## src/rtl/gmul_sc_pkg.sv

```systemverilog
// Shared types and constants for the stochastic-computing multiplier.
package gmul_sc_pkg;

  typedef enum logic [1:0] {IDLE, RUN, DONE} gmul_state_t;

  localparam logic MODE_UNI = 1'b0;
  localparam logic MODE_BI  = 1'b1;

endpackage

```

## src/rtl/gmul_sc_acc_cmp_gen.sv

```systemverilog
// Operand register plus strict unsigned compare against a random sequence; compare is combinational.
// No backpressure: the operand is loaded whenever load is high.
module sc_cmp_gen #(
  parameter int WIDTH = 8
) (
  input  logic             clk,
  input  logic             rst_n,
  input  logic             load,
  input  logic [WIDTH-1:0] op,
  input  logic [WIDTH-1:0] seq,
  output logic             gt
);

  logic [WIDTH-1:0] op_buf;

  always_ff @(posedge clk or negedge rst_n) begin
    if (!rst_n) begin
      op_buf <= '0;
    end else if (load) begin
      op_buf <= op;
    end
  end

  assign gt = op_buf > seq;

endmodule

```

## src/rtl/gmul_sc_acc.sv

```systemverilog
// Stochastic multiplier: N=2^LEN_LOG2 product bits counted into result; done N+1 cycles after start.
// No backpressure: start is ignored while busy, clear aborts to IDLE at any time.
module gmul_sc_acc
  import gmul_sc_pkg::*;
#(
  parameter int WIDTH    = 8,
  parameter int LEN_LOG2 = 8
) (
  input  logic                clk,
  input  logic                rst_n,
  input  logic                start,
  input  logic                clear,
  input  logic                mode,
  input  logic [WIDTH-1:0]    iA,
  input  logic [WIDTH-1:0]    iB,
  input  logic [WIDTH-1:0]    sobolSeqA,
  input  logic [WIDTH-1:0]    sobolSeqB,
  output logic                seq_en,
  output logic                busy,
  output logic                oC,
  output logic                oC_valid,
  output logic                done,
  output logic [LEN_LOG2:0]   result
);

  gmul_state_t         state, state_nxt;
  logic [LEN_LOG2-1:0] cnt;
  logic [LEN_LOG2:0]   acc;
  logic                mode_buf;
  logic                gt_a, gt_b, prod;
  logic                load, in_run, step, last;

  assign in_run = (state == RUN);
  assign load   = start && !clear && (state != RUN);
  assign step   = in_run && !clear;
  assign last   = step && (cnt == '1);

  sc_cmp_gen #(.WIDTH(WIDTH)) u_cmp_a (
    .clk  (clk),
    .rst_n(rst_n),
    .load (load),
    .op   (iA),
    .seq  (sobolSeqA),
    .gt   (gt_a)
  );

  sc_cmp_gen #(.WIDTH(WIDTH)) u_cmp_b (
    .clk  (clk),
    .rst_n(rst_n),
    .load (load),
    .op   (iB),
    .seq  (sobolSeqB),
    .gt   (gt_b)
  );

  assign prod = (mode_buf == MODE_BI) ? ~(gt_a ^ gt_b) : (gt_a & gt_b);

  always_comb begin
    state_nxt = state;
    seq_en    = 1'b0;
    busy      = 1'b0;
    done      = 1'b0;
    case (state)
      IDLE: if (start) state_nxt = RUN;
      RUN: begin
        seq_en = 1'b1;
        busy   = 1'b1;
        if (cnt == '1) state_nxt = DONE;
      end
      DONE: begin
        done      = 1'b1;
        state_nxt = start ? RUN : IDLE;
      end
      default: state_nxt = IDLE;
    endcase
    if (clear) state_nxt = IDLE;
  end

  always_ff @(posedge clk or negedge rst_n) begin
    if (!rst_n) begin
      state    <= IDLE;
      mode_buf <= MODE_UNI;
      cnt      <= '0;
      acc      <= '0;
      oC       <= 1'b0;
      oC_valid <= 1'b0;
      result   <= '0;
    end else begin
      state    <= state_nxt;
      oC_valid <= step;
      if (load) begin
        mode_buf <= mode;
        cnt      <= '0;
        acc      <= '0;
      end else if (step) begin
        cnt <= cnt + LEN_LOG2'(1);
        acc <= acc + (LEN_LOG2+1)'(prod);
      end
      if (step) oC <= prod;
      // Final bit is folded in here since acc only sees it at the next edge.
      if (last) result <= acc + (LEN_LOG2+1)'(prod);
    end
  end

endmodule

```

## config.mk

```make
export PLATFORM = sky130hd
export DESIGN_NAME = gmul_sc_acc
export DESIGN_NICKNAME = d
export VERILOG_FILES = /design/src/rtl/gmul_sc_pkg.sv /design/src/rtl/gmul_sc_acc_cmp_gen.sv /design/src/rtl/gmul_sc_acc.sv
export SDC_FILE = /design/constraint.sdc
export NUM_CORES = 1
export LEC_CHECK = 0
export CAP_MARGIN = 10
export CORE_MARGIN = 5
export CORE_UTILIZATION = 40
export CTS_CLUSTER_SIZE = 10
export DETAILED_ROUTE_END_ITERATION = 10
export GPL_ROUTABILITY_DRIVEN = 1
export GPL_TIMING_DRIVEN = 0
export SETUP_SLACK_MARGIN = 0.2
export SYNTH_ARGS = -nofsm -noshare
export SYNTH_HDL_FRONTEND = slang
export SYNTH_HIERARCHICAL = 1
export SYNTH_SLANG_ARGS = --single-unit
```

## constraint.sdc

```tcl
create_clock -name clk -period 3.45 [get_ports clk]
set_input_delay 0.8625 -clock clk [delete_from_list [all_inputs] [get_ports clk]]
set_output_delay 0.8625 -clock clk [all_outputs]
set_load 0.01 [all_outputs]
```

==> metrics.log <==
[metrics] run status: finished clean
[metrics] maximum root-to-sink buffer count: 2
[metrics] worst-case register-to-register setup slack: between 0.5 and 0.6 ns
[metrics] critical path cell sequence: buf_2 -> inv_2 -> ha_4 -> nor2b_4 -> o211ai_2 -> a21oi_2 -> o22a_1 -> ha_1 -> mux2i_2 -> ha_2 -> ha_4 -> and3_4 -> buf_6 -> nand3_4 -> buf_4 -> xnor2_2 -> o21ai_2
[metrics] setup violators final: 0
[metrics] clock-pin transition on the worst setup and hold timing paths: 0.08 ns
[metrics] Die Wd: 89.4 microns
[metrics] EDFF count, synth: 0
[metrics] total congestion overflow: 0
[metrics] multi-input gate area in the final layout: ~1400 sq um
[metrics] unrepaired setup endpoints after global routing: false
[metrics] total of flip-flops plus latches after synthesis: 47
[metrics] vias in the first global route: roughly 2.0k
[metrics] Placement Rows: 29
[metrics] Max VDD drop: 0.000232 V
[metrics] Worst Max-Slew Pin Slew: 0.715 ns
[metrics] type of element capturing the critical path: flip-flop
[metrics] Post-Route WL: 5.28 mm
[metrics] clock tree from TritonCTS: done
[metrics] sequential area share after synthesis: 0.467
[metrics] average size of a mapped cell: approximately 11 sq um
[metrics] number of nets in the final layout: 358
[metrics] Routed wire per std cell: 14.0 microns
[metrics] category of the critical setup timing path: input port to flip-flop
[metrics] Detailed Place HPWL: ~3.7 mm
[metrics] gp weighted congestion: 0.720
[metrics] required time of the critical path: 3.64 ns
[metrics] share of the clock period used by the worst path after layout: 0.908
[metrics] root cell of the clock tree: sky130_fd_sc_hd__clkbuf_8
[metrics] proportion of synthesized flip-flops having asynchronous set or reset: 1.00
[metrics] synthesized cell area: 2520 sq um
[metrics] Die ar.: 7990 sq um
[metrics] CORE AREA: ~6200 sq um
[metrics] worst setup path endpoint: result[8]
[metrics] insertion delay of the later-clocked pin in the worst-skew pair: 0.29 ns
[metrics] headroom to the max-slew limit: 0.521
[metrics] count of final hold-check violations: 0
[metrics] endpoint of the most critical register-to-register path: result[8]
[metrics] leakage power figure: about 1.5 nW
[metrics] Inserted Diodes: 0
[metrics] Worst Setup Slack post-DPL: -0.601 ns
[metrics] CP Launch Type: input port
[metrics] final-layout fill cell count: 565
[metrics] Top-Level Pins: 51
[metrics] upper clock frequency limit: 319 MHz
[metrics] longest individual stage delay on the worst path: 0.28 ns
[metrics] DRC violations left: 0
[metrics] IO Port Bufs: 50
[metrics] count of TritonRoute iterations in the first routing pass: 4
[metrics] total track usage: 0.144
[metrics] Critical Path Fanout Max: 4
[metrics] Post-Synthesis Cells: around 240
[metrics] warnings from Yosys: 6
[metrics] syn_nets: 292
[metrics] vertical die dimension: about 90 microns
[metrics] count of max-cap constraint violations: 0
[metrics] Most Frequent Cell on Critical Path: sky130_fd_sc_hd__ha_4
[metrics] final setup TNS: 0 ns
[metrics] total number of vias: 1882
[metrics] antenna-violating nets left: 0
[metrics] Most used DFF post-synth: sky130_fd_sc_hd__dfrtp_1
[metrics] number of vias per cell: between 4 and 5
[metrics] TritonCTS sink count: 47
[metrics] global-route wire length before repair: ~9 mm
[metrics] cell depth of the worst flop-to-flop path: 15
[metrics] Final min period: approximately 3.1 ns
[metrics] final core occ: 0.563
[metrics] power per cell area: 401 nW/um^2
[metrics] slack of the critical path: 0.317 ns
[metrics] share of post-route cells with drive strength above 1: 0.330
[metrics] Critical-path top delay cell: sky130_fd_sc_hd__ha_1
[metrics] maximum level of the CTS H-tree: 2
[metrics] HP Class: flip-flop to flip-flop
[metrics] Clock Skews: between 0.006 and 0.007 ns
[metrics] count of unique library cells instantiated by Yosys: 39
[metrics] Worst Setup SP: sobolSeqB[1]
[metrics] cell area after placement: 3170 sq um
[metrics] starting utilization of the core area: 0.404
[metrics] fin. max-slew vios: 0
[metrics] area of all placed cells without fillers: 3510 sq um
[metrics] data arrival time of the critical path: 3.32 ns
[metrics] antenna violations before repair: 0
[metrics] layout overhead on the synthesized area: 39.3%
[metrics] maximum number of pins on one net before global-route repair: 30
[metrics] Inserted Clock Buffers: 5
[metrics] iteration-0 DRC count of the detailed router: 30
[metrics] launch point of the worst reg-to-reg path: u_cmp_b/op_buf[1]
[metrics] footprint of the flip-flops and latches: 1180 sq um
-- worst min-delay path by stage --
stage	start	endpoint	cells after the start
final	state[0]	state[0]	1
after global routing	state[0]	state[0]	1
after CTS	state[0]	state[0]	1
after detailed placement	oC	oC	2
after global placement	state[0]	state[0]	1
after floorplan	state[0]	state[0]	1
-- cells in the final DEF, fill, tap and decap left out, drive strengths merged, types with 2 or more instances in the layout --
master	n
o21ai	23
xnor2	7
nand3	7
o211ai	2
ha	20
or3	2
xor2	5
a31oi	3
clkdlybuf4s50	33
and3	5
nor2b	3
o31ai	3
nor2	9
nand2	20
a22o	3
buf	22
clkbuf	10
o22a	2
a21oi	10
clkdlybuf4s15	5
nand4	5
mux2	17
dlygate4sd2	7
inv	19
dfrtp	47
-- flip-flops by register name, summed over array words and instances (netlist names) --
register,cells
u_cmp_a/op_buf,8
oC_valid,1
acc,9
cnt,8
state,2
result,9
u_cmp_b/op_buf,8
mode_buf,1
oC,1
-- power breakdown --
part           switching [mW]  total [mW]  internal (mW)
registers              0.0563       0.673          0.617
logic                   0.177       0.434          0.257
clock network           0.167       0.303          0.135
total                   0.401        1.41           1.01
-- stage by stage --
step | total power [mW] | std cells | hold slack, ns
2_1_floorplan | 0.882 | 235 | 0.444
3_3_place_gp | 1.00 | 362 | 0.468
3_5_place_dp | 1.01 | 363 | 0.469
4_1_cts | 1.40 | 376 | 0.483
5_1_grt | 1.52 | 377 | 0.504
6_report | 1.41 | 377 | 0.481
-- per-layer routing --
| layer | share of wire | global-route usage | vias up |
|---|---|---|---|
| met5 | 0 | 0 | - |
| met4 | 0.0064 | 0.0325 | 0 |
| met3 | 0.059 | 0.0378 | 4 |
| met2 | 0.46 | 0.232 | 34 |
| met1 | 0.47 | 0.196 | 897 |
| li1 | - | - | 947 |
-- repair_timing --
item / CTS / global route
setup endpoints to repair: 14 / 10
pin swaps: 26 / 20
setup buffers: 7 / 1
gates resized for setup: 56 / 24
hold endpoints to repair: 0 / 0
hold buffers: 0 / 0
-- worst max-delay path, delay by kind of cell --
family	cells	cell delay (ns)
fa+ha+maj	4	0.85
compound gates	4	0.47
mux	1	0.23
buf+inv	4	0.41
xor+xnor	1	0.13
simple gates	3	0.36
-- area by class of cell --
class / count / share of cell area
multi-input cells: 156 / 0.411
plain buffers: 12 / 0.0260
well taps: 77 / 0.0274
repair buffers: 59 / 0.157
inverters: 20 / 0.0228
clock buffers: 6 / 0.0207
flip-flops and latches: 47 / 0.335
-- cells in the mapped netlist (4+ instances only) --
cell type | count | area share
sky130_fd_sc_hd__dfrtp_1 | 47 | 0.47
sky130_fd_sc_hd__xor2_1 | 5 | 0.017
sky130_fd_sc_hd__nand2_1 | 20 | 0.030
sky130_fd_sc_hd__inv_1 | 19 | 0.028
sky130_fd_sc_hd__and3_1 | 5 | 0.012
sky130_fd_sc_hd__xnor2_1 | 7 | 0.024
sky130_fd_sc_hd__o21ai_0 | 21 | 0.042
sky130_fd_sc_hd__mux2_2 | 17 | 0.076
sky130_fd_sc_hd__nor2_1 | 9 | 0.013
sky130_fd_sc_hd__buf_2 | 4 | 0.0079
sky130_fd_sc_hd__a21oi_1 | 8 | 0.016
sky130_fd_sc_hd__nand4_1 | 4 | 0.0099
sky130_fd_sc_hd__nand3_1 | 7 | 0.014
sky130_fd_sc_hd__ha_1 | 20 | 0.099
-- kinds of logic (layout without fill, tap and decap cells) --
logic type / Yosys count / in the layout / synth area share
AND/OR/NAND/NOR: 58 / 58 / 0.126
XOR/XNOR: 12 / 12 / 0.0417
flip-flops: 47 / 47 / 0.467
multiplexers: 18 / 18 / 0.0799
AO/OA/AOI/OAI: 48 / 48 / 0.122
adder cells (fa/ha/maj): 20 / 20 / 0.0993
buffers and inverters: 32 / 97 / 0.0650
Power figures use the tool's default switching activity.
